[config.mk]
export PLATFORM = sky130hd
export DESIGN_NAME = div_frac_mn
export DESIGN_NICKNAME = d
export VERILOG_FILES = /design/src/rtl/div_mn_pkg.sv /design/src/rtl/frac_period_seq.sv /design/src/rtl/div_frac_mn.sv
export SDC_FILE = /design/constraint.sdc
export NUM_CORES = 1
export LEC_CHECK = 0
export ABC_AREA = 1
export CAP_MARGIN = 0
export CORE_UTILIZATION = 56
export DETAILED_ROUTE_END_ITERATION = 16
export PLACE_DENSITY = 0.78
export REMOVE_ABC_BUFFERS = 1
export SYNTH_ARGS = -nofsm -noshare
export SYNTH_HDL_FRONTEND = slang
export SYNTH_HIERARCHICAL = 1
export SYNTH_SLANG_ARGS = --single-unit
[constraint.sdc]
create_clock -name clk_in -period 7 [get_ports clk_in]
set_input_delay 1.4 -clock clk_in [delete_from_list [all_inputs] [get_ports clk_in]]
set_output_delay 1.4 -clock clk_in [all_outputs]
set_load 0.03 [all_outputs]
[src/rtl/div_mn_pkg.sv]
// Shared types for the fractional divider: run state, config record, reset defaults and legality rule.
package div_mn_pkg;
  localparam int PKG_DIV_W   = 8;
  localparam int PKG_FRAC_W  = 8;
  localparam int PKG_DEF_DIV = 8;
  localparam int PKG_DEF_NUM = 7;
  localparam int PKG_DEF_DEN = 10;
  localparam int PKG_DEF_MODE = 0;

  typedef enum logic {IDLE, RUN} state_t;

  typedef struct packed {
    logic [PKG_DIV_W-1:0]  div;
    logic [PKG_FRAC_W-1:0] num;
    logic [PKG_FRAC_W-1:0] den;
    logic                  mode;
  } cfg_t;

  function automatic logic cfg_legal(input cfg_t c);
    return (c.div >= PKG_DIV_W'(2)) && (c.den != '0) && (c.num < c.den);
  endfunction
endpackage

[src/rtl/frac_period_seq.sv]
// Decides long/short for the period about to start and flags the last period of a frame.
// Outputs are combinational on the upcoming period; state advances on each start strobe.
module frac_period_seq
  import div_mn_pkg::*;
(
  input  logic clk,
  input  logic rst,
  input  logic clear,
  input  logic start,
  input  logic first,
  input  cfg_t cfg,
  output logic long_nxt,
  output logic last_nxt
);
  localparam int FW = PKG_FRAC_W;

  logic [FW-1:0] idx, idx_n;
  logic [FW:0]   acc, acc_n, acc_base, sum, den_x;

  always_comb begin
    den_x    = {1'b0, cfg.den};
    idx_n    = first ? '0 : idx + 1'b1;
    acc_base = first ? '0 : acc;
    sum      = acc_base + {1'b0, cfg.num};
    acc_n    = (sum >= den_x) ? sum - den_x : sum;
    // grouped: the last R periods of the frame are long
    if (cfg.mode) long_nxt = (sum >= den_x);
    else          long_nxt = (idx_n >= (cfg.den - cfg.num));
    last_nxt = (idx_n == cfg.den - 1'b1);
  end

  always_ff @(posedge clk) begin
    if (rst || clear) begin
      idx <= '0;
      acc <= '0;
    end else if (start) begin
      idx <= idx_n;
      acc <= acc_n;
    end
  end
endmodule

[src/rtl/div_frac_mn.sv]
// Fractional clock divider: frames of N sub-periods of D or D+1 cycles, R of them long.
// Config widths follow the package; a config accepted while running waits in a shadow until a frame boundary.
module div_frac_mn
  import div_mn_pkg::*;
#(
  parameter int DIV_W    = PKG_DIV_W,
  parameter int FRAC_W   = PKG_FRAC_W,
  parameter int DEF_DIV  = PKG_DEF_DIV,
  parameter int DEF_NUM  = PKG_DEF_NUM,
  parameter int DEF_DEN  = PKG_DEF_DEN,
  parameter int DEF_MODE = PKG_DEF_MODE
) (
  input  logic              clk_in,
  input  logic              rst,
  input  logic              en,
  input  logic              cfg_valid,
  output logic              cfg_ready,
  input  logic [DIV_W-1:0]  cfg_div,
  input  logic [FRAC_W-1:0] cfg_num,
  input  logic [FRAC_W-1:0] cfg_den,
  input  logic              cfg_mode,
  output logic              cfg_err,
  output logic              clk_out,
  output logic              tick,
  output logic              frame_start,
  output logic              long_per,
  output logic              busy
);
  localparam int CW = PKG_DIV_W + 1;
  localparam cfg_t DEF_CFG = '{div: PKG_DIV_W'(DEF_DIV), num: PKG_FRAC_W'(DEF_NUM),
                               den: PKG_FRAC_W'(DEF_DEN), mode: 1'(DEF_MODE)};

  state_t        state;
  cfg_t          active, shadow, cfg_in, nxt_cfg, use_cfg;
  logic          pend, accept, acc_ok, period_end, frame_end, first, start;
  logic          last_per, long_nxt, last_nxt;
  logic [CW-1:0] cnt, plen, cnt_n, plen_n;

  always_comb begin
    cfg_in     = '{div: cfg_div, num: cfg_num, den: cfg_den, mode: cfg_mode};
    accept     = cfg_valid & cfg_ready;
    acc_ok     = accept & cfg_legal(cfg_in);
    // a config accepted on a frame's last cycle bypasses the shadow straight into the next frame
    nxt_cfg    = acc_ok ? cfg_in : (pend ? shadow : active);
    period_end = (state == RUN) && (cnt == plen - 1'b1);
    frame_end  = period_end && last_per;
    first      = en && ((state == IDLE) || frame_end);
    start      = en && ((state == IDLE) || period_end);
    use_cfg    = first ? nxt_cfg : active;
    plen_n     = start ? ({1'b0, use_cfg.div} + CW'(long_nxt)) : plen;
    cnt_n      = start ? '0 : cnt + 1'b1;
  end

  frac_period_seq u_seq (
    .clk      (clk_in),
    .rst      (rst),
    .clear    (~en),
    .start    (start),
    .first    (first),
    .cfg      (use_cfg),
    .long_nxt (long_nxt),
    .last_nxt (last_nxt)
  );

  always_ff @(posedge clk_in) begin
    if (rst) begin
      state       <= IDLE;
      active      <= DEF_CFG;
      shadow      <= DEF_CFG;
      pend        <= 1'b0;
      cfg_ready   <= 1'b1;
      cfg_err     <= 1'b0;
      cnt         <= '0;
      plen        <= '0;
      last_per    <= 1'b0;
      clk_out     <= 1'b0;
      tick        <= 1'b0;
      frame_start <= 1'b0;
      long_per    <= 1'b0;
      busy        <= 1'b0;
    end else begin
      cfg_err <= accept & ~cfg_legal(cfg_in);
      if (first || !en) begin
        active    <= nxt_cfg;
        pend      <= 1'b0;
        cfg_ready <= 1'b1;
      end else if (acc_ok) begin
        shadow    <= cfg_in;
        pend      <= 1'b1;
        cfg_ready <= 1'b0;
      end
      if (en) begin
        state       <= RUN;
        busy        <= 1'b1;
        cnt         <= cnt_n;
        plen        <= plen_n;
        clk_out     <= (cnt_n < (plen_n >> 1));
        tick        <= start;
        frame_start <= first;
        if (start) begin
          long_per <= long_nxt;
          last_per <= last_nxt;
        end
      end else begin
        state       <= IDLE;
        busy        <= 1'b0;
        cnt         <= '0;
        plen        <= '0;
        clk_out     <= 1'b0;
        tick        <= 1'b0;
        frame_start <= 1'b0;
        long_per    <= 1'b0;
        last_per    <= 1'b0;
      end
    end
  end
endmodule

# Yosys cells after proc, flatten, opt, wreduce, memory -nomap -nowiden
# Cells that the tools add are included.
# totals
regBits,94
in_bits,29
out_inout_bits,7
word_cells,69
# classes
addsub,8
order_cmp,5
eq_ne,2
mux,10
bitwise_logic,7
reduce_logical,15
# op_table
cell,count
2-to-1 mux 25 bit,3
2-to-1 mux 9 bit,4
adder 8 x 1 -> 9 bit,1
adder 9 x 1 -> 9 bit (second input constant),1
adder 9 x 8 -> 9 bit,1
== test 9 bit,1
greater-or-equal comparator 9 x 8 -> 1 bit,1
< comparator 9 x 8 -> 1 bit,1
subtractor 9 x 1 -> 9 bit (second input constant),1
subtractor 9 x 8 -> 9 bit,1
adder 8 x 1 -> 8 bit (second input constant),1
== test 8 bit,1
greater-or-equal comparator 8 x 2 -> 1 bit (second input constant),1
greater-or-equal comparator 8 bit,1
< comparator 8 bit,1
2-to-1 mux 8 bit,1
nonzero test 8 bit,1
subtractor 8 x 1 -> 8 bit (second input constant),1
subtractor 8 bit,1
logical AND 1 bit,6
logical OR 1 bit,4
inverter 1 bit,4
OR reduction 2 bit,2
bitwise AND 1 bit,3
other kinds (3),4

# Depth between registers and ports, before layout
# depth
ltp_word,13
mapped_depth,47
ltp_nobuf,45

# Modules after synthesis
# The synthesis kept the hierarchy.
# modules_own_cells
mod,instances,cells_per_inst,area_per_inst_um2,seq_area_each_um2
div_frac_mn,1,716,4556.9,1541.5
frac_period_seq,1,395,2459.9,340.3

# Least setup slack after synthesis
# Ideal clock, no wire load.
# synth_timing
kind,input to register
from,in cfg_den[7]
to,reg clk_out
setup_time_ns,0.092
arrival_time_ns,6.800
required_time_ns,6.908
setup_slack_ns,0.108
cell_stages,39
n_path_buf,1
cell_sequence,inv_1 ha_1 a21oi_1 o21ai_0 nor2_2 nand3_2 inv_1 clkbuf_1 o21ai_0 nand2_1 o21ai_0 ha_1 fa_1 nand3_2 nand3_2 xnor2_1 inv_1 ha_1 [... 3 more ...] nand2_1 nand2_2 nand3_4 nand2_1 o21ai_0 ha_1 ha_1 nand2_1 nor2_1 nor2_1 nor2_1 a21oi_1 ha_1 nand2_1 nor2_1 a211oi_1 nor2_1 nor4_1
# synth_rtl
item,line,text
start: declaration,div_frac_mn.sv:20,"input logic [FRAC_W-1:0] cfg_den,"
end signal: assignment,div_frac_mn.sv:97,clk_out <= (cnt_n < (plen_n >> 1));
end: declaration,div_frac_mn.sv:23,"output logic clk_out,"

==> impl_results.md <==
* Pwr dens at 228 mW/mm^2
* HP Start: shadow[8]
* Drt total wl at 19,600 um
* CP required at 7.26 ns
* Grt total ovfl at 0
* Combinational share of power at 46.7%
* Async set-reset flop share out of synthesis at 0%
* Cells after synthesis at between 1,000 and 1,500
* Fmax at 148 MHz
* Static Leak at 4.15 nW
* Area grow syn2layout at 25.4%
* Switching pwr at 0.774 mW
* Kind of critical path: in2reg
* Crit. Startpoint: cfg_den[3]
* CP max stage cell: clkdlybuf4s50_1
* Design internal power at 1.23 mW
* Number of vias in the routed layout at 7,556
* IO buf count at 35
* # IOs at 36
* Vias per inst at between 5 and 6
* DRC Markers at 0
* All-Layer GR Usage at 29.4%
* Synth Cell Area at 0.00702 mm^2
* Most frequent cells in the layout: nand2_1 (294), inv_1 (143), nor2_1 (113), dfxtp_1 (94), buf_4 (89)
* Crit path max-delay family: simple AND/OR/NAND/NOR gates
* Total Power at 2.01 mW
* Slew Limit Fails at 0
* Minimum clock period at 6.75 ns
* Placed cells at around 1,400
* Switching Fraction at 38.5%
* Synth unique cells at 42
* Syn. warnings at 6
* DIE HEIGHT at 114 um
* Buf/Inv on CP at 7
* Syn Area/Cell at 6.32 um^2
* Origin of the critical flop-to-flop path: plen[0]
* First-pass GRT wire length at 30,700 um
* Synth Flop Type: dfxtp_1
* Setup WS post-layout at ~0.25 ns
* Fin. Hold Viols at 0
* Top cell by count, worst path: nand2_1
* Layout Cells excl Fill at 1,383
* Flop pwr share at about 29%
* Critical path peak fanout at 7
* Fin crit share at between 90% and 100%
* Max Buffers Root-to-Sink at 2
* Final setup viols at 0
* Number of clock sinks at between 90 and 100
* Crit path launch type: input port
* Largest net degree at the start of global routing at 40
* Initial Utilization at 57.9%
* Clk pwr share at 24.0%
* Crit. End Element: register
* First-pass iteration count of the detailed router at 5
* Sequential area share after synthesis at 26.8%
* Commonest non-fill, non-tap cell in the layout: nand2_1
* Setup WS pre-CTS at -0.268 ns
* # diodes at 0
* CORE AREA at 0.0121 mm^2
* #FFs+latches synth at 94
* Row count at 40
* EDFF count, synth at 0
* Antenna violations before repair at 0
* Status: finished clean
* Iter 0 DRT Violations at 547
* Max IR drop VDD at roughly 0.15 mV
* Worst-skew pair later-pin latency at between 0.3 and 0.4 ns
* Die ar. at ~0.013 mm^2
* Clk_skew at roughly 0.011 ns
* DIE WIDTH at ~110 um
* CTS tree: yes
* Max-cap violation count at 0
* Final net count at roughly 1,300
* WP data arrival at 7.01 ns
* Clock Pin Slew Worst Setup and Hold Paths at 0.07 ns
* Hold Crit Class: reg2reg
* Max-slew headroom at roughly a third
* CTS Root Cell: clkbuf_16
* Total CTS buffers at 9
* Wire per inst at 14.2 um
* Slew @ Worst Pin at around 1 ns
* H-tree depth at 3
* HPWL Detailed at 13,600 um
* Vias in the first global route at between 6,000 and 7,000
* Gpl congestion at 0.909
* ANT nets after route at 0
* CP max stage delay at between 0.4 and 0.5 ns
* Share of cells above drive strength 1 at roughly 18%
==> cell families after synthesis <==
kind of cell	share of synthesized area (%)
buffers and inverters	10.7
AO/OA/AOI/OAI	15.1
XOR/XNOR	3.99
AND/OR/NAND/NOR	33.4
adder cells (fa/ha/maj)	9.95
flip-flops	26.8
==> per-stage QoR <==
step                      hold slack (ns)  setup TNS [ns]  utilization [%]  instance area (um^2)
after CTS                           0.459               0             68.6                  8300
after floorplan                     0.427          -0.157                -                  6840
final                               0.459               0             72.7                  8800
after detailed placement            0.448          -0.268             66.2                  8020
after global placement              0.441          -0.112             66.2                  8020
after global routing                0.473          -0.154             72.7                  8800
==> path summary, 6_finish.rpt <==
kind	to	slack [ns]	cells after the start
max	clk_out	0.25	41
min	shadow[8]	0.46	2
max reg2reg	clk_out	0.87	40
min reg2reg	shadow[8]	0.46	2
==> routing by layer <==
metal  GRT usage, %  part of all wire, %  vias up
met2           49.0                   49      254
met5              0                    0        -
met3           3.56                  5.2       43
met1           38.8                   44     3470
li1               -                    -     3789
met4           11.8                  2.5        0
==> area by class of cell <==
cell class                      instances  area, um^2
Multi-Input combinational cell        825        4780
Fill cell                             981        3310
Timing Repair Buffer                  126        1060
Inverter                              154         582
Clock buffer                           10         239
Tap cell                              168         210
Sequential cell                        94        1880
Clock inverter                          6        43.8
==> worst reg2reg max path: cells and delay by family, from the launching register on <==
| kind | cells | cell delay [ns] |
|---|---|---|
| adder cells (fa/ha/maj) | 6 | 1.63 |
| AND/OR/NAND/NOR | 22 | 2.13 |
| flip-flops | 1 | 0.35 |
| buffers and inverters | 5 | 0.83 |
| XOR/XNOR | 1 | 0.13 |
| AO/OA/AOI/OAI | 6 | 0.97 |
==> registers in the layout, indices dropped and copies added, names as in the netlist, 8 cells and up <==
name and flops:
shadow 25, cnt 9, u_seq/idx 8, u_seq/acc 9, plen 9, active 25
==> synth_stat cells, drive strengths merged (10+ instances only) <==
cell type,n,area (um^2)
clkbuf,22,82.6
nand4,29,181
nand2,319,1240
ha,51,638
dfxtp,94,1880
o21ai,85,429
inv,152,571
nor2,123,477
a31oi,10,62.6
xor2,23,201
nand3,51,310
o211ai,14,105
buf,16,90.1
nor3,16,90.1
a21oi,78,405
==> timing repair <==
item	CTS	global route
endpoints found under the setup margin	1	1
cloned	0	0
resized for setup	1	105
buffers inserted	0	9
hold buffers	0	0
pin swaps	0	37
==> power groups by stage <==
stage	sequential (mW)	clock, mW	combinational (mW)
finish	0.588	0.483	0.937
global route	0.591	0.507	1.03
CTS	0.587	0.484	0.815
detailed placement	0.599	0	0.807
global placement	0.598	0	0.794
floorplan	0.600	0	0.519
(Power assumes the default switching activity.)
